===== src/rtl/rd_tag_tracker_pkg.sv =====
// Shared defaults and types for the read-request tag tracker.
package rd_tag_pkg;

    localparam int MAX_OUTSTANDING = 64;
    localparam int TAG_BITS        = $clog2(MAX_OUTSTANDING);

    typedef logic [TAG_BITS-1:0] t_tag;

    typedef enum logic [0:0] {
        ST_INIT = 1'b0,
        ST_RUN  = 1'b1
    } t_state;

endpackage


===== src/rtl/rd_tag_tracker_if.sv =====
// Request, c0 channel and return-path signals of the read tag tracker.
interface rd_tag_tracker_if #(
    parameter int ID_BITS    = 4,
    parameter int ADDR_BITS  = 48,
    parameter int DATA_BITS  = 512,
    parameter int MDATA_BITS = 16
);
    logic                  in_valid;
    logic                  in_ready;
    logic [ADDR_BITS-1:0]  in_addr;
    logic [ID_BITS-1:0]    in_id;

    logic                  req_rd_en;
    logic                  req_rd_available;
    logic [ADDR_BITS-1:0]  req_rd_addr;
    logic [MDATA_BITS-1:0] req_rd_mdata;

    logic                  resp_rd_valid;
    logic [DATA_BITS-1:0]  resp_rd_data;
    logic [MDATA_BITS-1:0] resp_rd_mdata;

    logic                  out_valid;
    logic [DATA_BITS-1:0]  out_data;
    logic [ID_BITS-1:0]    out_id;

    modport slave (
        input  in_valid, in_addr, in_id, req_rd_available,
               resp_rd_valid, resp_rd_data, resp_rd_mdata,
        output in_ready, req_rd_en, req_rd_addr, req_rd_mdata,
               out_valid, out_data, out_id
    );

    modport master (
        output in_valid, in_addr, in_id, req_rd_available,
               resp_rd_valid, resp_rd_data, resp_rd_mdata,
        input  in_ready, req_rd_en, req_rd_addr, req_rd_mdata,
               out_valid, out_data, out_id
    );
endinterface


===== src/rtl/rd_tag_tracker_freelist.sv =====
// Circular FIFO holding the free mdata tags; push and pop may coincide.
module rd_tag_freelist #(
    parameter int  DEPTH = rd_tag_pkg::MAX_OUTSTANDING,
    localparam int TW    = $clog2(DEPTH)
) (
    input  logic          clk,
    input  logic          reset,
    input  logic          push,
    input  logic [TW-1:0] push_tag,
    input  logic          pop,
    output logic [TW-1:0] head_tag,
    output logic [TW:0]   count
);
    logic [TW-1:0] mem_r [DEPTH];
    logic [TW-1:0] rd_ptr_r;
    logic [TW-1:0] wr_ptr_r;
    logic [TW:0]   count_r;

    // Pointer and occupancy update; DEPTH is a power of two so pointers wrap naturally
    always_ff @(posedge clk) begin
        if (reset) begin
            rd_ptr_r <= {TW{1'b0}};
            wr_ptr_r <= {TW{1'b0}};
            count_r  <= {(TW+1){1'b0}};
        end else begin
            if (push) begin
                wr_ptr_r <= wr_ptr_r + TW'(1);
            end
            if (pop) begin
                rd_ptr_r <= rd_ptr_r + TW'(1);
            end
            case ({push, pop})
                2'b10:   count_r <= count_r + (TW+1)'(1);
                2'b01:   count_r <= count_r - (TW+1)'(1);
                default: count_r <= count_r;
            endcase
        end
    end

    // Tag storage; entries are only read after they have been written
    always_ff @(posedge clk) begin
        if (push) begin
            mem_r[wr_ptr_r] <= push_tag;
        end
    end

    assign head_tag = mem_r[rd_ptr_r];
    assign count    = count_r;

endmodule


===== src/rtl/rd_tag_tracker.sv =====
// Read tag tracker: tags c0 read requests from a pooled free list and
// routes each response back with the requester ID it was issued under.
module rd_tag_tracker #(
    parameter int  MAX_OUTSTANDING = rd_tag_pkg::MAX_OUTSTANDING,
    parameter int  ID_BITS         = 4,
    parameter int  ADDR_BITS       = 48,
    parameter int  DATA_BITS       = 512,
    parameter int  MDATA_BITS      = 16,
    localparam int TW              = $clog2(MAX_OUTSTANDING)
) (
    input  logic                clk,
    input  logic                reset,
    rd_tag_tracker_if.slave     bus,
    output logic [TW:0]         outstanding,
    output logic                init_done,
    output logic                err_spurious
);
    import rd_tag_pkg::*;

    localparam logic [ADDR_BITS-1:0] LINE_MASK = ~ADDR_BITS'(63);

    t_state                 state_r;
    logic [TW-1:0]          init_cnt_r;
    logic                   init_done_r;
    logic [MAX_OUTSTANDING-1:0] busy_r;
    logic [ID_BITS-1:0]     id_table_r [MAX_OUTSTANDING];

    logic                   req_rd_en_r;
    logic [ADDR_BITS-1:0]   req_rd_addr_r;
    logic [MDATA_BITS-1:0]  req_rd_mdata_r;
    logic                   out_valid_r;
    logic [DATA_BITS-1:0]   out_data_r;
    logic [ID_BITS-1:0]     out_id_r;
    logic [TW:0]            outstanding_r;
    logic                   err_spurious_r;

    logic [TW-1:0]          head_tag_s;
    logic [TW-1:0]          resp_tag_s;
    logic [TW-1:0]          push_tag_s;
    logic [TW:0]            free_count_s;
    logic                   in_ready_s;
    logic                   accept_s;
    logic                   resp_ok_s;
    logic                   resp_bad_s;
    logic                   push_s;

    // Handshake and response qualification; during INIT the free list is fed by the counter
    always_comb begin
        resp_tag_s = bus.resp_rd_mdata[TW-1:0];
        in_ready_s = (state_r == ST_RUN) && bus.req_rd_available &&
                     (free_count_s != {(TW+1){1'b0}});
        accept_s   = bus.in_valid && in_ready_s;
        resp_ok_s  = bus.resp_rd_valid && busy_r[resp_tag_s] &&
                     (bus.resp_rd_mdata[MDATA_BITS-1:TW] == {(MDATA_BITS-TW){1'b0}});
        resp_bad_s = bus.resp_rd_valid && !resp_ok_s;
        if (state_r == ST_INIT) begin
            push_s     = 1'b1;
            push_tag_s = init_cnt_r;
        end else begin
            push_s     = resp_ok_s;
            push_tag_s = resp_tag_s;
        end
    end

    rd_tag_freelist #(.DEPTH(MAX_OUTSTANDING)) u_freelist (
        .clk      (clk),
        .reset    (reset),
        .push     (push_s),
        .push_tag (push_tag_s),
        .pop      (accept_s),
        .head_tag (head_tag_s),
        .count    (free_count_s)
    );

    // Free-list population sequencer
    always_ff @(posedge clk) begin
        if (reset) begin
            state_r     <= ST_INIT;
            init_cnt_r  <= {TW{1'b0}};
            init_done_r <= 1'b0;
        end else begin
            case (state_r)
                ST_INIT: begin
                    init_cnt_r <= init_cnt_r + TW'(1);
                    if (init_cnt_r == TW'(MAX_OUTSTANDING - 1)) begin
                        state_r     <= ST_RUN;
                        init_done_r <= 1'b1;
                    end
                end
                ST_RUN: begin
                    state_r <= ST_RUN;
                end
                default: begin
                    state_r     <= ST_INIT;
                    init_done_r <= 1'b0;
                end
            endcase
        end
    end

    // In-flight bookkeeping: a popped tag is never busy, so set and clear never collide
    always_ff @(posedge clk) begin
        if (reset) begin
            busy_r     <= {MAX_OUTSTANDING{1'b0}};
            id_table_r <= '{default: {ID_BITS{1'b0}}};
        end else begin
            if (accept_s) begin
                busy_r[head_tag_s]     <= 1'b1;
                id_table_r[head_tag_s] <= bus.in_id;
            end
            if (resp_ok_s) begin
                busy_r[resp_tag_s] <= 1'b0;
            end
        end
    end

    // Registered request, return and status outputs
    always_ff @(posedge clk) begin
        if (reset) begin
            req_rd_en_r    <= 1'b0;
            req_rd_addr_r  <= {ADDR_BITS{1'b0}};
            req_rd_mdata_r <= {MDATA_BITS{1'b0}};
            out_valid_r    <= 1'b0;
            out_data_r     <= {DATA_BITS{1'b0}};
            out_id_r       <= {ID_BITS{1'b0}};
            outstanding_r  <= {(TW+1){1'b0}};
            err_spurious_r <= 1'b0;
        end else begin
            req_rd_en_r <= accept_s;
            if (accept_s) begin
                req_rd_addr_r  <= bus.in_addr & LINE_MASK;
                req_rd_mdata_r <= MDATA_BITS'(head_tag_s);
            end
            out_valid_r <= resp_ok_s;
            if (resp_ok_s) begin
                out_data_r <= bus.resp_rd_data;
                out_id_r   <= id_table_r[resp_tag_s];
            end
            if (resp_bad_s) begin
                err_spurious_r <= 1'b1;
            end
            case ({accept_s, resp_ok_s})
                2'b10:   outstanding_r <= outstanding_r + (TW+1)'(1);
                2'b01:   outstanding_r <= outstanding_r - (TW+1)'(1);
                default: outstanding_r <= outstanding_r;
            endcase
        end
    end

    assign bus.in_ready     = in_ready_s;
    assign bus.req_rd_en    = req_rd_en_r;
    assign bus.req_rd_addr  = req_rd_addr_r;
    assign bus.req_rd_mdata = req_rd_mdata_r;
    assign bus.out_valid    = out_valid_r;
    assign bus.out_data     = out_data_r;
    assign bus.out_id       = out_id_r;
    assign outstanding      = outstanding_r;
    assign init_done        = init_done_r;
    assign err_spurious     = err_spurious_r;

endmodule


===== src/flat_wrapper.sv =====
// flat-port wrapper written by rule: the top's interface ports become plain ports
module rd_tag_tracker_flat import rd_tag_pkg::*;
#(
    parameter int  MAX_OUTSTANDING = rd_tag_pkg::MAX_OUTSTANDING,
    parameter int  ID_BITS         = 4,
    parameter int  ADDR_BITS       = 48,
    parameter int  DATA_BITS       = 512,
    parameter int  MDATA_BITS      = 16,
    localparam int TW              = $clog2(MAX_OUTSTANDING)
)
  (clk, reset, outstanding, init_done, err_spurious, bus_in_valid, bus_in_addr, bus_in_id, bus_req_rd_available, bus_resp_rd_valid, bus_resp_rd_data, bus_resp_rd_mdata, bus_in_ready, bus_req_rd_en, bus_req_rd_addr, bus_req_rd_mdata, bus_out_valid, bus_out_data, bus_out_id);
  rd_tag_tracker_if #(.ID_BITS(ID_BITS), .ADDR_BITS(ADDR_BITS), .DATA_BITS(DATA_BITS), .MDATA_BITS(MDATA_BITS)) bus_i ();
  input  logic clk;
  input  logic reset;
  output logic [TW:0] outstanding;
  output logic init_done;
  output logic err_spurious;
  input wire logic [$bits(bus_i.in_valid)-1:0] bus_in_valid;
  input wire logic [$bits(bus_i.in_addr)-1:0] bus_in_addr;
  input wire logic [$bits(bus_i.in_id)-1:0] bus_in_id;
  input wire logic [$bits(bus_i.req_rd_available)-1:0] bus_req_rd_available;
  input wire logic [$bits(bus_i.resp_rd_valid)-1:0] bus_resp_rd_valid;
  input wire logic [$bits(bus_i.resp_rd_data)-1:0] bus_resp_rd_data;
  input wire logic [$bits(bus_i.resp_rd_mdata)-1:0] bus_resp_rd_mdata;
  output wire logic [$bits(bus_i.in_ready)-1:0] bus_in_ready;
  output wire logic [$bits(bus_i.req_rd_en)-1:0] bus_req_rd_en;
  output wire logic [$bits(bus_i.req_rd_addr)-1:0] bus_req_rd_addr;
  output wire logic [$bits(bus_i.req_rd_mdata)-1:0] bus_req_rd_mdata;
  output wire logic [$bits(bus_i.out_valid)-1:0] bus_out_valid;
  output wire logic [$bits(bus_i.out_data)-1:0] bus_out_data;
  output wire logic [$bits(bus_i.out_id)-1:0] bus_out_id;
  assign bus_i.in_valid = bus_in_valid;
  assign bus_i.in_addr = bus_in_addr;
  assign bus_i.in_id = bus_in_id;
  assign bus_i.req_rd_available = bus_req_rd_available;
  assign bus_i.resp_rd_valid = bus_resp_rd_valid;
  assign bus_i.resp_rd_data = bus_resp_rd_data;
  assign bus_i.resp_rd_mdata = bus_resp_rd_mdata;
  assign bus_in_ready = bus_i.in_ready;
  assign bus_req_rd_en = bus_i.req_rd_en;
  assign bus_req_rd_addr = bus_i.req_rd_addr;
  assign bus_req_rd_mdata = bus_i.req_rd_mdata;
  assign bus_out_valid = bus_i.out_valid;
  assign bus_out_data = bus_i.out_data;
  assign bus_out_id = bus_i.out_id;
  rd_tag_tracker #(.MAX_OUTSTANDING(MAX_OUTSTANDING), .ID_BITS(ID_BITS), .ADDR_BITS(ADDR_BITS), .DATA_BITS(DATA_BITS), .MDATA_BITS(MDATA_BITS)) u_core (.clk(clk), .reset(reset), .bus(bus_i), .outstanding(outstanding), .init_done(init_done), .err_spurious(err_spurious));
endmodule

===== config.mk =====
export PLATFORM = sky130hd
export DESIGN_NAME = rd_tag_tracker_flat
export DESIGN_NICKNAME = d
export VERILOG_FILES = /design/src/rtl/rd_tag_tracker_pkg.sv /design/src/rtl/rd_tag_tracker_if.sv /design/src/rtl/rd_tag_tracker_freelist.sv /design/src/rtl/rd_tag_tracker.sv /design/src/flat_wrapper.sv
export SDC_FILE = /design/constraint.sdc
export NUM_CORES = 2
export LEC_CHECK = 0
export BUFFER_PORTS_ARGS = -buffer_cell sky130_fd_sc_hd__buf_2
export CORE_AREA = 2 2 455 457
export CTS_CLUSTER_DIAMETER = 100
export CTS_CLUSTER_SIZE = 20
export DETAILED_ROUTE_END_ITERATION = 7
export DIE_AREA = 0 0 457 459
export PLACE_DENSITY = 0.42
export RECOVER_POWER = 100
export SETUP_SLACK_MARGIN = 0.1
export SYNTH_ARGS = -nofsm -noshare
export SYNTH_HDL_FRONTEND = slang
export SYNTH_HIERARCHICAL = 1
export SYNTH_SLANG_ARGS = --single-unit

===== constraint.sdc =====
create_clock -name clk -period 7.3 [get_ports clk]
set_input_delay 2.19 -clock clk [delete_from_list [all_inputs] [get_ports clk]]
set_output_delay 2.19 -clock clk [all_outputs]
set_load 0.01 [all_outputs]

==> results.sh <==
export IMPL_synthDistinctLibCells=67
export IMPL_worst_slack_ns=0.820
export IMPL_p_comb_share_pct=5.3
export IMPL_syn_area_mm2=0.0509
export IMPL_ys_ff_latch=1311
export IMPL_cp_end_kind="flip-flop"
export IMPL_violations="max-capacitance violations, max-slew violations"
export IMPL_yosysSeqAreaShare_pct=59.1
export IMPL_ios=1177
export IMPL_intPower_mw=9.95
export IMPL_pwr_share_clk_pct=38.8
export IMPL_maxSlewViolCount=776
export IMPL_antenna_found_initial=113
export IMPL_track_usage_pct=26.8
export IMPL_synth_top_area_share_pct=36.4
export IMPL_p_seq_share_pct=56.0
export IMPL_ys_flop_type="dfxtp_1"
export IMPL_yosys_area_top_type="dfxtp_1"
export IMPL_placedCellCount=8673
export IMPL_leakage_nw=19.5
export IMPL_power_switching_mw=3.46
export IMPL_dp_hpwl_um=229000
export IMPL_nets=6649
export IMPL_cap_violations=15
export IMPL_final_antenna_net_count=0
export IMPL_grt_pass1_vias=40300
export IMPL_start_util_pct=24.8
export IMPL_timing_setup_tns_ns=0
export IMPL_sw_frac_of_total_pct=25.8
export IMPL_drc=0
export IMPL_pre_cts_ws_ns=0.450
export IMPL_dr_pass1_iters=6
export IMPL_core_area_mm2=0.206
export IMPL_finalCriticalPeriod_ns=6.48
export IMPL_synthTopCellsByArea="dfxtp_1 36%, edfxtp_1 23%, nand2_1 10%, a21oi_1 7.9%, mux4_2 4.2%"
export IMPL_relSlewSlack_pct=-131
export IMPL_finalSetupViolations=0
export IMPL_drt_first_iter_violations=4125
export IMPL_power_density_mw_per_mm2=220
export IMPL_worstPathMaxFanout=14
export IMPL_post_cts_buffers=0
export IMPL_cts_sinks=1311
export IMPL_cts_made_buffers=84
export IMPL_grt_ovfl_total=0
export IMPL_drive_above_1_share_pct=15.5
export IMPL_final_hold_viol_count=0
export IMPL_ys_top_cells_by_count="1367 x nand2_1, 927 x dfxtp_1, 804 x a21oi_1"
export IMPL_h_tree_depth=3
export IMPL_wire_per_inst_um=33.2
export IMPL_status="complete, but fails checks"
export IMPL_num_vias=43300
export IMPL_clockBufferDepth=3
export IMPL_viasPerCell=4.90
export IMPL_start_kind="primary input"
export IMPL_area_growth_pct=19.9
export IMPL_cts_tree="built"
export IMPL_path_class="in -> reg"
export IMPL_irDropWorstVdd_uv=192
export IMPL_fin_crit_sh_pct=88.8
export IMPL_finClkSkew_ns=0.0470
export IMPL_hold_buffers=0
export IMPL_gp_congestion=1.02
export IMPL_die_w_um=457
export IMPL_die_y_um=459
export IMPL_synth_edf_count=384
export IMPL_async_flop_share_pct=0
export IMPL_clkTransAtPathRegs_ns=0.08
export IMPL_cts_root_buf="clkbuf_16"
export IMPL_grt_setup_unrepaired="false"
export IMPL_avgSynthCellArea_um2=9.96
export IMPL_io_buffers=1154
export IMPL_arrival_ns=7.15
export IMPL_ctsResizeCount=0
export IMPL_grt_max_degree=173
export IMPL_synth_most_common_cell="nand2_1"
export IMPL_clock_latency_ns=0.77
export IMPL_fin_cells=8846
export IMPL_tightest_slew_ns=3.46
export IMPL_syn_inst=5114
export IMPL_fmax_mhz=154
export IMPL_synth_warnings=6
export IMPL_grt_pass1_wl_um=382000
export IMPL_cp_required_ns=7.97
export IMPL_num_rows=167
export IMPL_nFillCells=22200
export IMPL_wl_um=294000
export IMPL_min_path_type="reg -> reg"
export IMPL_die_area_mm2=0.210
-- through the flow --
| step | hold WS (ns) | util (%) | total power [mW] | cell area [µm²] |
|---|---|---|---|---|
| finish | 0.456 | 29.7 | 13.4 | 61100 |
| global route | 0.469 | 29.7 | 13.9 | 61000 |
| CTS | 0.456 | 30.1 | 13.6 | 61900 |
| detailed placement | 0.444 | 28.8 | 8.37 | 59200 |
| global placement | 0.441 | 28.8 | 8.37 | 59200 |
| floorplan | 0.433 | - | 7.92 | 51000 |
-- metal layers --
layer / wire length, µm / track usage [%] / vias to the layer above
met5: 403 / 0.827 / -
met4: 17400 / 12.7 / 32
met3: 22000 / 7.23 / 424
met2: 133000 / 42.6 / 1648
met1: 122000 / 33.7 / 21600
li1: - / - / 19600
-- sequential cells by signal, indices dropped and copies added (netlist names), 4 cells and up, named ones only --
register,cells
u_core/init_cnt_r,6
u_core/outstanding,7
u_core/id_table_r,256
u_core/bus.out_id,4
u_core/u_freelist/wr_ptr_r,6
u_core/u_freelist/mem_r,384
u_core/u_freelist/rd_ptr_r,6
u_core/bus.out_data,512
u_core/busy_r,64
u_core/bus.req_rd_mdata,6
u_core/bus.req_rd_addr,42
u_core/u_freelist/count,7
-- cells in the final DEF (no fill, tap or decap), types with 81 or more instances in the layout --
| cell type | n |
|---|---|
| mux2i_1 | 135 |
| dfxtp_1 | 924 |
| buf_4 | 81 |
| clkbuf_16 | 85 |
| nand3_1 | 156 |
| nor2_1 | 286 |
| edfxtp_1 | 384 |
| clkbuf_1 | 623 |
| a21oi_1 | 803 |
| nand2_1 | 1367 |
| buf_2 | 568 |
| mux4_2 | 94 |
-- path summary, 6_finish.rpt --
path | slack [ns] | cells after the start | startpoint | endpoint
hold reg to reg | 0.46 | 2 | u_core/bus.out_data[448]$_SDFFE_PP0N_ | u_core/bus.out_data[448]$_SDFFE_PP0N_
hold / removal | 0.46 | 2 | u_core/bus.out_data[448]$_SDFFE_PP0N_ | u_core/bus.out_data[448]$_SDFFE_PP0N_
setup / recovery | 0.82 | 16 | bus_resp_rd_mdata[1] | u_core/u_freelist/count[5]$_SDFFE_PP0P_
setup reg to reg | 1.08 | 11 | flip-flop | u_core/id_table_r[118]$_SDFFE_PP0P_
-- cell type report --
type                    count  area, µm²  area share [%]
diodes                     35       87.6           0.143
clock buffers             105       2210            3.62
clock inverters            33        413           0.676
inverters                   8       37.5          0.0615
multi-input cells        3380      18800            30.8
flip-flops and latches   1311      30100            49.3
well taps                2704       3380            5.54
repair buffers           1270       6040            9.89
-- critical path, cell delays in order --
cell	delay (ns)
clkbuf_1	0.83
mux4_2	0.62
mux2i_1	0.23
o22a_1	0.18
o221ai_1	0.20
o41ai_4	0.42
buf_4	0.28
nand2_1	0.10
inv_1	0.19
ha_1	0.21
clkbuf_1	0.45
and3b_1	0.24
o21ai_0	0.27
nand4_1	0.16
a21oi_1	0.21
mux2_2	0.35
-- kinds of logic (layout without fill, tap and decap cells) --
kind of cell	after synthesis	count (layout)	share of synthesized area (%)
buf+inv	438	1416	4.21
other cells	1	51	0.00736
compound gates	1137	1137	12.8
simple gates	1936	1936	15.4
fa+ha+maj	9	9	0.221
flops	1311	1311	59.1
mux	259	259	7.88
xor+xnor	23	23	0.395
-- power groups by stage --
stage / registers [mW] / logic [mW] / clock network [mW]
floorplan: 7.66 / 0.261 / 0
global placement: 7.67 / 0.705 / 0
detailed placement: 7.67 / 0.708 / 0
CTS: 7.50 / 0.709 / 5.39
global route: 7.51 / 0.732 / 5.62
finish: 7.50 / 0.708 / 5.20
No activity file was read; power rests on OpenSTA's default activity.
